File: config.mk
export PLATFORM = sky130hd
export DESIGN_NAME = multi_chan_sym_delay
export DESIGN_NICKNAME = d
export VERILOG_FILES = /design/src/rtl/multi_chan_sym_delay_pkg.sv /design/src/rtl/sym_delay_lane.sv /design/src/rtl/multi_chan_sym_delay.sv
export SDC_FILE = /design/constraint.sdc
export NUM_CORES = 1
export LEC_CHECK = 0
export BUFFER_PORTS_ARGS = -buffer_cell sky130_fd_sc_hd__buf_2
export CAP_MARGIN = 20
export CORE_AREA = 2 2 90 135
export CTS_CLUSTER_DIAMETER = 120
export DETAILED_ROUTE_END_ITERATION = 10
export DIE_AREA = 0 0 92 137
export GPL_TIMING_DRIVEN = 0
export PLACE_DENSITY = 0.9
export SLEW_MARGIN = 10
export SYNTH_ARGS = -nofsm -noshare
export SYNTH_HDL_FRONTEND = slang
export SYNTH_HIERARCHICAL = 1
export SYNTH_SLANG_ARGS = --single-unit
File: constraint.sdc
create_clock -name sys_clk -period 3.4 [get_ports sys_clk]
set_input_delay 0.68 -clock sys_clk [delete_from_list [all_inputs] [get_ports sys_clk]]
set_output_delay 0.68 -clock sys_clk [all_outputs]
set_load 0.02 [all_outputs]
File: src/rtl/multi_chan_sym_delay_pkg.sv
// rtl/multi_chan_sym_delay_pkg.sv - shared defaults and channel packing helper for the symbol delay line
//
// Purpose: default tap depth / reset tap used by the top and lane modules, plus
// the slice macro that maps channel c onto bits [c*WIDTH +: WIDTH] of a packed bus.
package multi_chan_sym_delay_pkg;

    localparam int MAX_DELAY_DEF     = 30;
    localparam int DEFAULT_DELAY_DEF = 20;

endpackage

`define MCSD_CH(c, w) (c)*(w) +: (w)

File: src/rtl/sym_delay_lane.sv
// rtl/sym_delay_lane.sv - one channel of the symbol delay line with a selectable output tap
//
// Purpose: WIDTH x (MAX_DELAY+1) shift register advanced at symbol rate, with a
// registered tap mux.
// Ports:
//   sys_clk, reset  - clock, asynchronous active-high reset
//   sym_clk_en      - advance the line by one symbol
//   flush           - synchronous clear of stages and output; wins over sym_clk_en
//   sig_in          - symbol entering stage 0
//   tap             - stage index driven to sig_out (already clamped by the caller)
//   sig_out         - registered copy of stage[tap]
module sym_delay_lane
    import multi_chan_sym_delay_pkg::*;
#(
    parameter int  WIDTH     = 2,
    parameter int  MAX_DELAY = MAX_DELAY_DEF,
    localparam int DW        = $clog2(MAX_DELAY + 1)
) (
    input  logic             sys_clk,
    input  logic             reset,
    input  logic             sym_clk_en,
    input  logic             flush,
    input  logic [WIDTH-1:0] sig_in,
    input  logic [DW-1:0]    tap,
    output logic [WIDTH-1:0] sig_out
);

    logic [WIDTH-1:0] stage_q [0:MAX_DELAY];
    logic [WIDTH-1:0] sig_out_q;

    always_ff @(posedge sys_clk or posedge reset) begin
        if (reset) begin
            for (int k = 0; k <= MAX_DELAY; k++) begin
                stage_q[k] <= '0;
            end
        end else if (flush) begin
            for (int k = 0; k <= MAX_DELAY; k++) begin
                stage_q[k] <= '0;
            end
        end else if (sym_clk_en) begin
            stage_q[0] <= sig_in;
            for (int k = 1; k <= MAX_DELAY; k++) begin
                stage_q[k] <= stage_q[k-1];
            end
        end
    end

    // Output is re-registered every sys_clk so a tap change shows up one clock
    // after cur_delay moves, with no combinational path from the index.
    always_ff @(posedge sys_clk or posedge reset) begin
        if (reset) begin
            sig_out_q <= '0;
        end else if (flush) begin
            sig_out_q <= '0;
        end else begin
            sig_out_q <= stage_q[tap];
        end
    end

    assign sig_out = sig_out_q;

endmodule

File: src/rtl/multi_chan_sym_delay.sv
// rtl/multi_chan_sym_delay.sv - multi-channel symbol delay line with boundary-aligned tap changes
//
// Purpose: NCH parallel lanes sharing one tap index; owns the delay request /
// apply logic, fill tracking and status flags.
// Ports:
//   sys_clk, reset  - clock, asynchronous active-high reset
//   sym_clk_en      - symbol-rate enable (one sys_clk wide)
//   flush           - synchronous clear of line contents, fill and pending request
//   sig_in/sig_out  - NCH*WIDTH packed symbols, channel c at [c*WIDTH +: WIDTH]
//   delay_sel/ld    - requested tap and its capture strobe
//   out_valid       - selected tap holds data shifted in since reset/flush
//   delay_pend      - captured request waiting for a symbol boundary
//   cur_delay       - tap in use
//   delay_err       - sticky: a request exceeded MAX_DELAY
module multi_chan_sym_delay
    import multi_chan_sym_delay_pkg::*;
#(
    parameter int  NCH           = 2,
    parameter int  WIDTH         = 2,
    parameter int  MAX_DELAY     = MAX_DELAY_DEF,
    parameter int  DEFAULT_DELAY = DEFAULT_DELAY_DEF,
    localparam int DW            = $clog2(MAX_DELAY + 1)
) (
    input  logic                 sys_clk,
    input  logic                 reset,
    input  logic                 sym_clk_en,
    input  logic                 flush,
    input  logic [NCH*WIDTH-1:0] sig_in,
    input  logic [DW-1:0]        delay_sel,
    input  logic                 delay_ld,
    output logic [NCH*WIDTH-1:0] sig_out,
    output logic                 out_valid,
    output logic                 delay_pend,
    output logic [DW-1:0]        cur_delay,
    output logic                 delay_err
);

    localparam int            FW        = $clog2(MAX_DELAY + 2);
    localparam logic [FW-1:0] FILL_FULL = FW'(MAX_DELAY + 1);

    logic [DW-1:0] cur_delay_q, cur_delay_d;
    logic [DW-1:0] pend_val_q, pend_val_d;
    logic          pend_q, pend_d;
    logic          err_q, err_d;
    logic          valid_q, valid_d;
    logic [FW-1:0] fill_q, fill_d;
    logic          sel_over;

    assign sel_over = (delay_sel > DW'(MAX_DELAY));

    always_comb begin
        cur_delay_d = cur_delay_q;
        pend_val_d  = pend_val_q;
        pend_d      = pend_q;
        err_d       = err_q;
        fill_d      = fill_q;
        valid_d     = (int'(fill_q) > int'(cur_delay_q));

        if (flush) begin
            pend_d  = 1'b0;
            fill_d  = '0;
            valid_d = 1'b0;
        end else begin
            if (sym_clk_en && (fill_q != FILL_FULL)) begin
                fill_d = fill_q + 1'b1;
            end
            // A fresh load always wins over applying the older pending value,
            // so a strobe coincident with sym_clk_en waits for the next boundary.
            if (delay_ld) begin
                pend_val_d = sel_over ? DW'(MAX_DELAY) : delay_sel;
                pend_d     = 1'b1;
                if (sel_over) begin
                    err_d = 1'b1;
                end
            end else if (sym_clk_en && pend_q) begin
                cur_delay_d = pend_val_q;
                pend_d      = 1'b0;
            end
        end
    end

    always_ff @(posedge sys_clk or posedge reset) begin
        if (reset) begin
            cur_delay_q <= DW'(DEFAULT_DELAY);
            pend_val_q  <= DW'(DEFAULT_DELAY);
            pend_q      <= 1'b0;
            err_q       <= 1'b0;
            valid_q     <= 1'b0;
            fill_q      <= '0;
        end else begin
            cur_delay_q <= cur_delay_d;
            pend_val_q  <= pend_val_d;
            pend_q      <= pend_d;
            err_q       <= err_d;
            valid_q     <= valid_d;
            fill_q      <= fill_d;
        end
    end

    for (genvar c = 0; c < NCH; c++) begin : g_lane
        sym_delay_lane #(
            .WIDTH     (WIDTH),
            .MAX_DELAY (MAX_DELAY)
        ) u_lane (
            .sys_clk    (sys_clk),
            .reset      (reset),
            .sym_clk_en (sym_clk_en),
            .flush      (flush),
            .sig_in     (sig_in[`MCSD_CH(c, WIDTH)]),
            .tap        (cur_delay_q),
            .sig_out    (sig_out[`MCSD_CH(c, WIDTH)])
        );
    end

    assign out_valid  = valid_q;
    assign delay_pend = pend_q;
    assign cur_delay  = cur_delay_q;
    assign delay_err  = err_q;

endmodule

==> metrics, run 1 <==
DR iter-0 viols 267; Worst-Margin Slew 0.788 ns; synthesized instance count 576; CTS tree yes; initial core utilization 0.619; drt first pass iters 5; unrepaired setup endpoints after global routing no; routability cong. 0.809; Ys Warns 6; syn avg cell area 12.3 um^2; Pint 3.21 mW; WP data required 3.67 ns; Worst Setup SP cur_delay[1]; post-DP HPWL 10100 um; initial antenna violation count 0; crit path time final 2.52 ns; Worst Path Class, Setup reg -> reg; Tot Pwr 4.31 mW; Seq pwr share 0.432; GR Overflow Total 0; f_max 397 MHz; share of layout cells above drive strength 1 0.161; skew final 0.00415 ns; vias per cell 6.03; flop and latch count out of synthesis 146; Remaining DRCs 0; Hold Buf Count CTS 0; Clk network pwr share 0.417; Crit Path Max Fanout 10; fraction of registers with async set/reset 1.00; CP Capture Type flop; Critical Path Sink g_lane[0].u_lane/sig_out[0]; VDD IR max 0.000351 V; Worst Hold Class in -> async; first-pass GRT wire length 25000 um; Yosys cell types 41; core area 11400 um^2; vias 4726; Hold Fails Final Rpt 0; syn nets 597; register area share after synthesis 0.518; Slew headroom 0.474; clock-pin slew on the worst setup and hold paths 0.06 ns; IO Pins 26; status finished, final reports clean; vias in the first global route 4981; I/O Buffers 25; TritonCTS Buffers 17; Sw Pwr 1.10 mW; PwrDens 539 nW/um^2; row count 48; largest net degree at the start of global routing 41; Clock Latency Late Sink 0.41 ns; Final #Nets 643; number of synthesized flops with an enable pin 0; Layout area overhead 13.1%; Final setup viols 0; CTS sink cnt 146; cts repair resizes 0; worst reg2reg setup slack 0.88 ns; setup tns final 0 ns; WL per Instance 19.0 um; Die X 92 um; Fin Hold WS 0.349 ns; most common cell after layout, fill and taps aside dfrtp_1; Static Leak 4.05 nW; Routed Antenna Nets 0; final antenna diode count 0; Reg-to-Reg Start cur_delay[1]; worst flop-to-flop path endpoint g_lane[0].u_lane/sig_out[0]; CP startpoint kind flop; H-tree depth 4; max-cap viol count 0; Die Y 137 um; Post-Syn Area 7070 um^2; Post-CTS Setup Bufs 0; Final Cycle Share 0.742; Post-Route WL 14900 um; Final Max Tran Viols 0; Top FF cell, synth dfrtp_1; Data arrival, critical path 2.79 ns; Layout fillers 751; CTS Root Cell clkbuf_16; worst reg2reg path depth 6; All-Layer GR Usage 0.257; Die Area 12600 um^2; power share of the combinational group 0.151; CTS Buffer Depth 2; switching share of power 0.255; commonest non-fill, non-tap cells in the layout 142 x dfrtp_1, 136 x mux2i_1, 132 x nor2_1
==> metal layers <==
layer	part of all wire	routed length [um]	GRT usage	vias up
met3	0.036	536	0.0385	44
met1	0.38	5620	0.293	2420
met4	0.028	423	0.116	0
met2	0.56	8340	0.474	141
li1	-	-	-	2121
met5	0	0	0	-
==> Yosys cell counts (all sizes together) (3+ instances only) <==
library cell / number / share of area
dfrtp: 142 / 0.50
mux2i: 136 / 0.19
nor2: 132 / 0.070
mux4: 28 / 0.096
buf: 25 / 0.021
clkbuf: 18 / 0.0096
inv: 14 / 0.0074
mux2: 9 / 0.015
nand2: 8 / 0.0043
ha: 7 / 0.012
o21ai: 6 / 0.0043
a21oi: 4 / 0.0028
dfstp: 4 / 0.015
nor3: 4 / 0.0028
nand3: 3 / 0.0021
nand3b: 3 / 0.0032
o22a: 3 / 0.0037
==> registers in the layout (all words and copies together) (netlist names) <==
signal	cells
g_lane.u_lane/stage_q	124
pend_val_q	5
out_valid	1
delay_pend	1
cur_delay	5
fill_q	5
g_lane.u_lane/sig_out	4
delay_err	1
==> power by group through the flow <==
| stage | Clock (mW) | Sequential [mW] | Combinational [mW] |
|---|---|---|---|
| 5_1_grt | 1.90 | 1.86 | 0.691 |
| 6_report | 1.80 | 1.86 | 0.650 |
| 3_5_place_dp | 0 | 1.89 | 0.639 |
| 4_1_cts | 1.83 | 1.86 | 0.648 |
| 3_3_place_gp | 0 | 1.88 | 0.614 |
| 2_1_floorplan | 0 | 1.90 | 0.440 |
==> cell type report <==
class | instances | area (um^2) | area share
multi-input combinational | 373 | 3140 | 0.392
clock inverter | 5 | 75.1 | 0.00939
buffer | 43 | 219 | 0.0274
timing repair buffer | 27 | 165 | 0.0207
tap | 150 | 188 | 0.0235
sequential | 146 | 3660 | 0.458
inverter | 14 | 52.6 | 0.00657
clock buffer | 26 | 499 | 0.0625
==> worst max-delay path, stage by stage (launching register included) <==
cell and delay, ns:
dfrtp_1 0.57, buf_2 0.35, buf_2 0.31, mux4_1 0.31
mux2_2 0.29, a2111oi_1 0.44, a311oi_1 0.09
==> worst min path at each step <==
stage                  startpoint                            to  slack, ns  depth (start not counted)
floorplan           pend_val_q[1]                  cur_delay[1]       0.44                          2
global placement        delay_err                     delay_err       0.45                          1
detailed placement      delay_err                     delay_err       0.46                          1
CTS                         reset  g_lane[1].u_lane/stage_q[44]       0.34                          2
global route                reset  g_lane[1].u_lane/stage_q[48]       0.39                          2
finish                      reset  g_lane[1].u_lane/stage_q[44]       0.35                          2
==> cells by family after synthesis <==
group           after synthesis  synth area share
simple gates                162            0.0946
mux                         173             0.304
fa+ha+maj                     7            0.0124
xor+xnor                      2           0.00248
flops                       146             0.518
compound gates               29            0.0306
buf+inv                      57            0.0384
==> through the flow <==
stage	setup WS (ns)	instances	area, um^2	util
finish	0.879	784	7990	0.700
floorplan	1.12	576	7070	-
global placement	0.463	751	7380	0.647
global route	0.802	784	7990	0.700
CTS	0.904	784	7990	0.700
detailed placement	0.929	753	7420	0.650
No activity file was read; power rests on OpenSTA's default activity.
==> run 2, diff against run 1 <==
Settings changed: CORE_AREA 2 2 90 135 to 2 2 95 143, DIE_AREA 0 0 92 137 to 0 0 97 145, PLACE_DENSITY 0.9 to 0.85.
Clock period 3.4 ns to 2.3 ns, I/O delays scaled along.
==> metrics, run 2 (synthesized netlist as in run 1, its figures left out) <==
Slew headroom 0.494 (+0.0199); commonest non-fill, non-tap cells in the layout 141 x dfrtp_1, 136 x mux2i_1, 132 x nor2_1; first-pass GRT wire length 23600 um (-5.6%); H-tree depth 4 (unchanged); GR Overflow Total 0 (unchanged); TritonCTS Buffers 17 (unchanged); Routed Antenna Nets 0 (unchanged); clock-pin slew on the worst setup and hold paths 0.06 ns (about the same); All-Layer GR Usage 0.208 (-0.0482); vias in the first global route 4812 (-3.4%); Critical Path Sink g_lane[0].u_lane/sig_out[0]; post-DP HPWL 9620 um (-5.0%); Layout area overhead 13.4%; Final #Nets 643 (unchanged); design area 8010 um^2 (+0.25%); most common cell after layout, fill and taps aside dfrtp_1; initial core utilization 0.551 (-0.0683); Remaining DRCs 0 (unchanged); Die Area 14100 um^2 (+12%); Final Cycle Share 1.00 (+0.260); Final Max Tran Viols 0 (unchanged); Post-Route WL 14100 um (-5.8%); Die X 97 um (+5.4%); Reg-to-Reg Start cur_delay[2]; CP startpoint kind flop; vias per cell 5.67 (-5.9%); Hold Fails Final Rpt 0 (unchanged); PwrDens 799 nW/um^2 (+48%); Crit Path Max Fanout 9 (-1); largest net degree at the start of global routing 65 (+59%); skew final 0.00648 ns (+0.00232 ns); Worst Setup SP cur_delay[2]; max-cap viol count 0 (unchanged); final antenna diode count 0 (unchanged); WL per Instance 17.7 um (-6.9%); IO Pins 26 (unchanged); Die Y 145 um (+5.8%); f_max 434 MHz (+9.5%); initial antenna violation count 0 (unchanged); vias 4500 (-4.8%); failing checks setup timing; Post-Place Cell Area 7410 um^2 (about the same); Static Leak 4.04 nW (-0.13%); CTS Root Cell clkbuf_16; WP data required 2.57 ns (-1.10 ns); core area 12800 um^2 (+12%); status finished, violations left; I/O Buffers 25 (unchanged); Clock Latency Late Sink 0.42 ns (about the same); Final setup viols 1 (+1); VDD IR max 0.000470 V (+34%); slack of the critical path -0.00290 ns (-0.882 ns); worst reg2reg path depth 5 (-1); drt first pass iters 7 (+2); row count 51 (+6.3%); share of layout cells above drive strength 1 0.170 (+0.00946); routability cong. 0.790 (-2.4%); worst flop-to-flop path endpoint g_lane[0].u_lane/sig_out[0]; Worst Path Class, Setup reg -> reg; crit path time final 2.30 ns (-0.218 ns); CTS sink cnt 146 (unchanged); most flop-heavy register g_lane.u_lane/stage_q; Worst Hold Class in -> async; CP Capture Type flop; CTS tree yes; Data arrival, critical path 2.57 ns (-0.22 ns); DR iter-0 viols 254 (-4.9%); Worst-Margin Slew 0.760 ns (-0.0287 ns); max reg flops 124 (unchanged); CTS Buffer Depth 2 (unchanged); Tot Pwr 6.40 mW (+49%); worst reg2reg setup slack -0.003 ns (-0.88 ns)
-- run 2: critical path: stages, from the launching register on --
cell	delay [ns]
dfstp_2	0.59
buf_6	0.18
mux4_1	0.57
mux2_2	0.28
a2111oi_1	0.42
a311oi_1	0.11
-- run 2: worst min path at each step --
stage               cells after the start  startpoint  slack (ns)                           end
floorplan                               1       reset        0.40                  cur_delay[0]
global placement                        1   delay_err        0.45                     delay_err
detailed placement                      1   delay_err        0.45                     delay_err
CTS                                     2       reset        0.17  g_lane[0].u_lane/stage_q[19]
global route                            2       reset        0.22  g_lane[0].u_lane/stage_q[19]
finish                                  2       reset        0.16  g_lane[0].u_lane/stage_q[17]
-- run 2: power by group --
group	total (mW)	internal, mW	switching (mW)	leakage, nW
clock network	2.69	1.67	1.02	0.278
registers	2.74	2.65	0.0916	2.00
logic	0.965	0.402	0.563	1.76
-- run 2: timing repair --
action / 4_1_cts / 5_1_grt
gates cloned: 0 / 0
hold buffers: 0 / 0
endpoints found under the setup margin: 1 / 2
gates resized for setup: 2 / 4
pin swaps: 0 / 0
setup buffers: 0 / 1
-- run 2: layout make-up --
cell class / instances / area, um^2
Fill cell: 916 / 4810
Inverter: 14 / 55.1
Sequential cell: 146 / 3660
Timing Repair Buffer: 27 / 153
Clock buffer: 22 / 474
Tap cell: 159 / 199
Multi-Input combinational cell: 373 / 3140
Clock inverter: 9 / 106
Buffer: 43 / 225
-- run 2: per-layer routing --
| metal | vias to the layer above | global-route usage | routed length, um |
|---|---|---|---|
| met4 | 0 | 0.0901 | 378 |
| met5 | - | 0 | 0 |
| li1 | 2132 | - | - |
| met3 | 26 | 0.0462 | 377 |
| met2 | 73 | 0.363 | 7630 |
| met1 | 2269 | 0.247 | 5660 |
-- run 2: metrics by stage --
step / worst slack (ns) / util / hold slack, ns / cells / TNS (ns)
finish: -0.00290 / 0.625 / 0.164 / 793 / -0.00290
floorplan: 0.155 / - / 0.396 / 576 / 0
CTS: 0.00981 / 0.623 / 0.169 / 792 / 0
detailed placement: -0.124 / 0.578 / 0.454 / 761 / -0.124
global placement: -0.440 / 0.576 / 0.446 / 760 / -55.37
global route: -0.00841 / 0.625 / 0.217 / 793 / -0.00841
==> run 3, diff against run 2 <==
Settings changed: CORE_AREA 2 2 95 143 to 2 2 116 118, DIE_AREA 0 0 97 145 to 0 0 118 120.
==> metrics, run 3 (synthesized netlist as in run 1, its figures left out) <==
status finished, final reports clean; IO Pins 26 (unchanged); skew final 0.00659 ns (+0.000114 ns); CTS sink cnt 146 (unchanged); final antenna diode count 0 (unchanged); met1 wire length 6080 um (+7.3%); H-tree depth 4 (unchanged); setup tns final 0 ns (+0.00290 ns); Worst Path Class, Setup reg -> reg; CP startpoint kind flop; Hold Buf Count CTS 0 (unchanged); CTS Buffer Depth 2 (unchanged); commonest non-fill, non-tap cells in the layout 141 x dfrtp_1, 136 x mux2i_1, 132 x nor2_1; DR iter-0 viols 354 (+39%); Post-Route WL 15100 um (+7.6%); first-pass GRT wire length 25000 um (+5.9%); initial antenna violation count 0 (unchanged); max-cap viol count 0 (unchanged); TritonCTS Buffers 17 (unchanged); Layout area overhead 15.5%; crit path time final 2.27 ns (-0.0364 ns); Die Y 120 um (-17%); Placement Setup Slack -0.0841 ns (+0.0404 ns); Final setup viols 0 (-1); Die Area 14200 um^2 (+0.68%); CTS Root Cell clkbuf_16; Final #Nets 645 (+0.31%); Die X 118 um (+22%); All-Layer GR Usage 0.224 (+0.0159); Slew headroom 0.498 (+0.00492); Post-Place Cell Area 7450 um^2 (+0.52%); VDD IR max 0.000530 V (+13%); Routed Antenna Nets 0 (unchanged); Final Max Tran Viols 0 (unchanged); drt first pass iters 5 (-2); Clock Latency Late Sink 0.42 ns (about the same); met2 wire length 8270 um (+8.4%); Remaining DRCs 0 (unchanged); CP Capture Type flop; Tot Pwr 6.79 mW (+6.1%); WP data required 2.57 ns (about the same); clock-pin slew on the worst setup and hold paths 0.06 ns (about the same); share of layout cells above drive strength 1 0.177 (+0.00705); Hold Fails Final Rpt 0 (unchanged); initial core utilization 0.544 (-0.00653); Crit Path Max Fanout 9 (unchanged); Non-Filler Instances 813 (+2.5%); largest net degree at the start of global routing 41 (-37%); Final Cycle Share 0.985 (-0.0158); slack of the critical path 0.0335 ns (+0.0364 ns); vias in the first global route 5005 (+4.0%); post-DP HPWL 9580 um (-0.46%); PwrDens 832 nW/um^2 (+4.1%); I/O Buffers 25 (unchanged); most common cell after layout, fill and taps aside dfrtp_1; post-layout util 0.629 (+0.00426); vias 4676 (+3.9%); max layer used met4; WL per Instance 18.6 um (+4.9%); Worst Hold Class in -> async; core area 13000 um^2 (+1.2%); Worst-Margin Slew 0.752 ns (-0.00737 ns); design area 8160 um^2 (+1.9%); Static Leak 4.10 nW (+1.4%); f_max 441 MHz (+1.6%); placed cells 779 (+2.4%); CTS tree yes; row count 42 (-18%); max reg flops 124 (unchanged); WL met3 528 um (+40%); GR Overflow Total 0 (unchanged); vias per cell 5.75 (+1.4%); routability cong. 0.796 (+0.77%); Data arrival, critical path 2.54 ns (-0.03 ns); Fin Hold WS 0.125 ns (-0.0388 ns); most flop-heavy register g_lane.u_lane/stage_q
==> run 3: changes by cell type in the layout (fill, tap and decap cells not counted), sizes merged <==
cell | before | now
buf | 51 | 53
bufinv | 2 | 5
clkbuf | 41 | 39
clkinv | 4 | 3
inv | 14 | 15
==> run 3: final timing paths <==
kind,depth (start not counted),from,endpoint,slack (ns)
max,5,cur_delay[2],g_lane[0].u_lane/sig_out[0],0.03
min,2,reset,g_lane[1].u_lane/stage_q[1],0.12
max reg2reg,5,cur_delay[2],g_lane[0].u_lane/sig_out[0],0.03
min reg2reg,1,delay_err,delay_err,0.46
max in group asynchronous,3,reset,g_lane[0].u_lane/stage_q[5],1.57
min in group sys_clk,3,sig_in[3],g_lane[1].u_lane/stage_q[61],0.30
==> run 3: final cells by class <==
cell class              count  area, um^2
fillers                   959        4820
flip-flops and latches    146        3660
multi-input cells         373        3160
clock buffers              20         457
plain buffers              43         229
well taps                 176         220
clock inverters            12         204
repair buffers             29         180
inverters                  14        52.6
==> run 3: report_power, final <==
part	internal (mW)	total, mW	switching, mW	leakage, nW
logic	0.424	0.999	0.575	1.78
registers	2.65	2.74	0.0941	2.00
clock network	1.99	3.05	1.06	0.313
total	5.06	6.79	1.73	4.10
==> run 3: worst max-delay path: stages, from the launching register on <==
cell and delay (ns):
dfstp_2 0.60, buf_8 0.17, mux4_1 0.60, mux2_4 0.31, a2111oi_4 0.35, a311oi_1 0.08
==> run 3: routing by layer <==
metal | track usage | vias to the layer above
li1 | - | 2134
met1 | 0.262 | 2422
met2 | 0.409 | 99
met3 | 0.0475 | 21
met4 | 0.0806 | 0
met5 | 0 | -
==> run 3: what timing repair did <==
item | 4_1_cts | 5_1_grt
endpoints found under the setup margin | 1 | 3
resized for setup | 3 | 7
pin swaps | 0 | 0
buffers inserted | 2 | 0
